`config.mk`:
```
export PLATFORM = sky130hd
export DESIGN_NAME = bcd_seg_display
export DESIGN_NICKNAME = d
export VERILOG_FILES = /design/src/rtl/bcd_seg_display.sv
export SDC_FILE = /design/constraint.sdc
export NUM_CORES = 1
export LEC_CHECK = 0
export CELL_PAD_IN_SITES_DETAIL_PLACEMENT = 1
export CELL_PAD_IN_SITES_GLOBAL_PLACEMENT = 2
export CORE_ASPECT_RATIO = 1.2
export CORE_MARGIN = 5
export CORE_UTILIZATION = 37
export CTS_BUF_LIST = sky130_fd_sc_hd__clkbuf_8
export DETAILED_ROUTE_END_ITERATION = 7
export PLACE_DENSITY_LB_ADDON = 0.08
export SETUP_SLACK_MARGIN = 0.5
export SLEW_MARGIN = 20
export SYNTH_ARGS = -nofsm -noshare
export SYNTH_HDL_FRONTEND = slang
export SYNTH_SLANG_ARGS = --single-unit
export TNS_END_PERCENT = 50
```
`constraint.sdc`:
```
create_clock -name clk -period 4.5 [get_ports clk]
set_input_delay 0.675 -clock clk [delete_from_list [all_inputs] [get_ports clk]]
set_output_delay 0.675 -clock clk [all_outputs]
set_load 0.01 [all_outputs]
```
`src/rtl/bcd_seg_display.sv`:
```
// bcd_seg_display
//   Multi-digit decimal driver for the 7-segment front panel. A WIDTH-bit
//   value (two's complement when SIGNED=1) is accepted via valid/ready,
//   converted to BCD by a double-dabble engine running one bit per clock,
//   and presented as registered active-low segment bytes {a,b,c,d,e,f,g,dp}.
//
// Ports
//   clk       in   rising-edge clock
//   rst_n     in   asynchronous active-low reset
//   in_valid  in   in_data is valid
//   in_ready  out  block can accept a value (high only in IDLE)
//   in_data   in   WIDTH-bit value to display
//   out_valid out  one-cycle pulse when segs/sign_seg/ovf update
//   segs      out  DIGITS segment bytes, byte k = digit k (k=0 least significant)
//   sign_seg  out  sign digit (minus or blank)
//   ovf       out  value did not fit in DIGITS digits ("E" shown on digit 0)
module bcd_seg_display #(
    parameter int WIDTH  = 8,
    parameter int DIGITS = 3,
    parameter int SIGNED = 1,
    parameter int LZB    = 1
) (
    input  logic                  clk,
    input  logic                  rst_n,
    input  logic                  in_valid,
    output logic                  in_ready,
    input  logic [WIDTH-1:0]      in_data,
    output logic                  out_valid,
    output logic [8*DIGITS-1:0]   segs,
    output logic [7:0]            sign_seg,
    output logic                  ovf
);

    localparam int CW = $clog2(WIDTH + 1);

    localparam logic [1:0] IDLE = 2'd0;
    localparam logic [1:0] CONV = 2'd1;
    localparam logic [1:0] FMT  = 2'd2;

    localparam logic [7:0] SEG_BLANK = 8'hFF;
    localparam logic [7:0] SEG_MINUS = 8'hFD;
    localparam logic [7:0] SEG_E     = 8'h61;

    logic [1:0]            state;
    logic [WIDTH-1:0]      mag;
    logic [4*DIGITS-1:0]   bcd;
    logic [4*DIGITS-1:0]   bcd_adj;
    logic [CW-1:0]         cnt;
    logic                  neg;
    logic                  ovf_acc;
    logic                  neg_in;
    logic [8*DIGITS-1:0]   segs_fmt;
    logic [7:0]            sign_fmt;
    logic                  leading;

    function automatic logic [7:0] glyph(input logic [3:0] d);
        case (d)
            4'd0:    glyph = 8'b0000_0011;
            4'd1:    glyph = 8'b1001_1111;
            4'd2:    glyph = 8'b0010_0101;
            4'd3:    glyph = 8'b0000_1101;
            4'd4:    glyph = 8'b1001_1001;
            4'd5:    glyph = 8'b0100_1001;
            4'd6:    glyph = 8'b0100_0001;
            4'd7:    glyph = 8'b0001_1111;
            4'd8:    glyph = 8'b0000_0001;
            4'd9:    glyph = 8'b0000_1001;
            default: glyph = SEG_BLANK;
        endcase
    endfunction

    assign in_ready = (state == IDLE);
    assign neg_in   = (SIGNED != 0) && in_data[WIDTH-1];

    // Double-dabble pre-shift correction: any digit >= 5 would exceed 9
    // after doubling, so add 3 to make it carry into the next digit.
    always_comb begin
        bcd_adj = bcd;
        for (int unsigned k = 0; k < DIGITS; k++) begin
            if (bcd[4*k +: 4] >= 4'd5)
                bcd_adj[4*k +: 4] = bcd[4*k +: 4] + 4'd3;
        end
    end

    // Output formatting. Scans from the top digit down; while 'leading' is
    // set, zero digits stay blank. Digit 0 always shows.
    always_comb begin
        segs_fmt = '1;
        sign_fmt = SEG_BLANK;
        leading  = (LZB != 0);
        if (ovf_acc) begin
            segs_fmt[7:0] = SEG_E;
        end else begin
            if (neg)
                sign_fmt = SEG_MINUS;
            for (int unsigned i = 0; i < DIGITS; i++) begin
                if (leading && (DIGITS - 1 - i) != 0 &&
                    bcd[4*(DIGITS-1-i) +: 4] == 4'd0) begin
                    segs_fmt[8*(DIGITS-1-i) +: 8] = SEG_BLANK;
                end else begin
                    leading = 1'b0;
                    segs_fmt[8*(DIGITS-1-i) +: 8] = glyph(bcd[4*(DIGITS-1-i) +: 4]);
                end
            end
        end
    end

    always_ff @(posedge clk or negedge rst_n) begin
        if (!rst_n) begin
            state     <= IDLE;
            mag       <= '0;
            bcd       <= '0;
            cnt       <= '0;
            neg       <= 1'b0;
            ovf_acc   <= 1'b0;
            segs      <= '1;
            sign_seg  <= '1;
            ovf       <= 1'b0;
            out_valid <= 1'b0;
        end else begin
            out_valid <= 1'b0;
            case (state)
                IDLE: begin
                    if (in_valid) begin
                        // Two's-complement negate in WIDTH bits; the most
                        // negative value maps to 2^(WIDTH-1) as unsigned.
                        mag     <= neg_in ? (~in_data + WIDTH'(1)) : in_data;
                        neg     <= neg_in;
                        bcd     <= '0;
                        ovf_acc <= 1'b0;
                        cnt     <= CW'(WIDTH);
                        state   <= CONV;
                    end
                end
                CONV: begin
                    {bcd, mag} <= {bcd_adj[4*DIGITS-2:0], mag, 1'b0};
                    // A 1 leaving the top BCD bit means the value needs
                    // more than DIGITS digits; remember it for FMT.
                    if (bcd_adj[4*DIGITS-1])
                        ovf_acc <= 1'b1;
                    cnt <= cnt - CW'(1);
                    if (cnt == CW'(1))
                        state <= FMT;
                end
                FMT: begin
                    segs      <= segs_fmt;
                    sign_seg  <= sign_fmt;
                    ovf       <= ovf_acc;
                    out_valid <= 1'b1;
                    state     <= IDLE;
                end
                default: state <= IDLE;
            endcase
        end
    end

endmodule

```
==> results.toml <==
[synth]
yosysTopAreaCell = "dfrtp_1"
postSynth.asyncResetShare = 1.000
ys.flop_type = "dfrtp_1"
synthCells = 330
synth-edff-count = 0
synth_area_mm2 = 0.003013
ys_seq_area_frac = 0.4410
synth_area_leaders = "dfrtp_1, dfstp_2, ha_1"
syn_avg_cell_area_um2 = 9.130
synthDistinctLibCells = 47
synth_warnings = 0
synth_top_area_frac = 0.2492
ys_seq_elements = 52

[timing]
grt_setup_unrepaired = "false"
setup_viol = 0
hold_ws_ps = 310.5
layout_setup_ws_ps = 2342
slew_headroom = 0.3986
period_needed_ps = 2158
clock_skew_ps = 13.55
hold_violations = 0
layout_worst_path_cycle_share = 0.4797
slew_violations = 0
fmax_mhz = 463.3
worstMarginPinSlew_ps = 900.2
setup-tns-final_ps = 0

[status]
status = "finished, final reports clean"

[drt]
drc = 0
ant_nets = 0
drt-pass1-iter-count = 3
vias = 2334
avgViaCountPerCell = 5.164
drt_iter0_markers = 81
wire_per_inst_um = 16.07
routed_wl_um = 7264

[global_route]
antenna_found_initial = 0
grt_pass1_wl_um = 12620
grt_util_all_layers = 0.1574
grt_pass1_vias = 2482
grt_max_degree = 33
grt_overflow = 0

[clock_tree]
cts.path.max_buffers = 2
clk-insertion-delay-late_ps = 310
cts-root-buf = "clkbuf_8"
cts_made_buffers = 5
holdBufCountCts = 0
numClockSinks = 52
clkTransAtPathRegs_ps = 100
cts_tree = "done"
cts.repair.resized = 0
htreeDepth = 2
cts_setup_buffers = 0

[power]
power.leakage_nw = 1.489
powerDensity_mw_per_mm2 = 701.1
ir_worst_vdd_mv = 0.2175

[floorplanning]
die_w_um = 92.38
start_util = 0.3758
rows = 36
die_h_um = 108.9
die_area_mm2 = 0.01006
ios = 46
design.core.area_mm2 = 0.008018

[placement]
port_buffers = 35
gp_congestion = 0.7915
dp_slack_ps = 2246
dp_hpwl_um = 5312

[final_layout]
antenna_cells = 0
fillers = 949
multiInputGateArea_mm2 = 0.001500
post-route-util = 0.4371
layout-drive-gt1-share = 0.1092
register_area_mm2 = 0.001329
nNetsFinal = 389
synthToLayoutAreaGrowth_pct = 16.32

[setup_path]
path_class = "reg -> out"
startpoint_type = "flop"
arrival_ps = 1480
reg2reg_depth = 4
cp_data_required_time_ps = 3830
worstPathMaxFanout = 6
critPathCaptureType = "output port"

[hold_path]
hp-class = "in -> async"

[run]
maxCapViolCount = 0
placed cells by master (no fill, tap or decap), drive strengths merged, types with 5 or more instances in the layout:
cell type and instances:
a21oi 20, clkbuf 5, inv 20, a31oi 12
nor3 8, nor2b 6, dfstp 22, a22oi 7
ha 22, clkdlybuf4s50 34, conb 10, nand2b 5
nand3 6, o21ai 37, dfrtp 30, xnor2 7
nor2 28, nand2 35
metrics by stage:
step           power [mW]  cell area [um^2]  std cells
2_1_floorplan       1.681              3047        339
3_3_place_gp        2.064              3372        444
3_5_place_dp        2.100              3372        444
4_1_cts             2.507              3505        452
5_1_grt             2.692              3505        452
6_report            2.457              3505        452
routing by layer:
| metal | GRT usage | vias up | part of all wire |
|---|---|---|---|
| met3 | 0.02277 | 7 | 0.030 |
| li1 | - | 1176 | - |
| met4 | 0.04777 | 0 | 0.013 |
| met5 | 0 | - | 0 |
| met2 | 0.2815 | 36 | 0.49 |
| met1 | 0.1960 | 1115 | 0.46 |
cells by family (layout without fill, tap and decap cells):
kind of cell / count (synthesis) / after routing / synth area share
adders and majority gates: 22 / 22 / 0.09136
other: 1 / 10 / 0.001245
AOI/OAI and AO/OA: 96 / 96 / 0.1906
muxes: 5 / 5 / 0.01744
xor gates and xnor gates: 10 / 10 / 0.02907
and+or+nand+nor: 99 / 99 / 0.1557
DFF: 52 / 52 / 0.4410
buffers and inverters: 45 / 63 / 0.07350
power by group:
| part | leakage, nW | switching (mW) | internal, mW | total [mW] |
|---|---|---|---|---|
| logic | 0.814 | 0.608 | 0.525 | 1.13 |
| clock network | 0.0695 | 0.160 | 0.220 | 0.380 |
| registers | 0.605 | 0.228 | 0.716 | 0.944 |
layout make-up:
cell class | count | area share
inverter | 19 | 0.02035
tap | 95 | 0.03392
timing repair buffer | 36 | 0.1007
multi-input combinational | 242 | 0.4281
sequential | 52 | 0.3791
clock buffer | 5 | 0.01964
clock inverter | 3 | 0.01821
cells in the mapped netlist (7+ instances only):
cell     count
nand2_1     35
o21ai_0     35
dfrtp_1     30
nor2_1      28
dfstp_2     22
ha_1        22
a21oi_1     20
inv_1       19
a31oi_1     12
buf_4       11
buf_2        9
nor3_1       8
a22oi_1      7
xnor2_1      7
final timing paths:
path / start / slack [ps] / end
worst max-delay path: state[1]$_DFFE_PN0P_ / 2340 / in_ready
worst min-delay path: rst_n / 310 / ovf$_DFFE_PN0P_
worst max register to register: state[0]$_DFFE_PN0P_ / 2390 / segs[19]$_DFFE_PN1P_
worst min register to register: mag[7]$_DFFE_PN0P_ / 490 / bcd[0]$_DFFE_PN0P_
max in group asynchronous: rst_n / 3360 / segs[7]$_DFFE_PN1P_
min in group clk: mag[7]$_DFFE_PN0P_ / 490 / bcd[0]$_DFFE_PN0P_
state kept, by name, summed over array words and instances (netlist names):
name	count
sign_seg	1
ovf	1
state	2
segs	21
neg	1
mag	8
out_valid	1
bcd	12
ovf_acc	1
cnt	4
worst max-delay path, stage by stage, from the launching register on:
cell	delay, ps
dfrtp_1	450
nor2_1	160
clkdlybuf4s50_1	560
No activity file was read; power rests on OpenSTA's default activity.
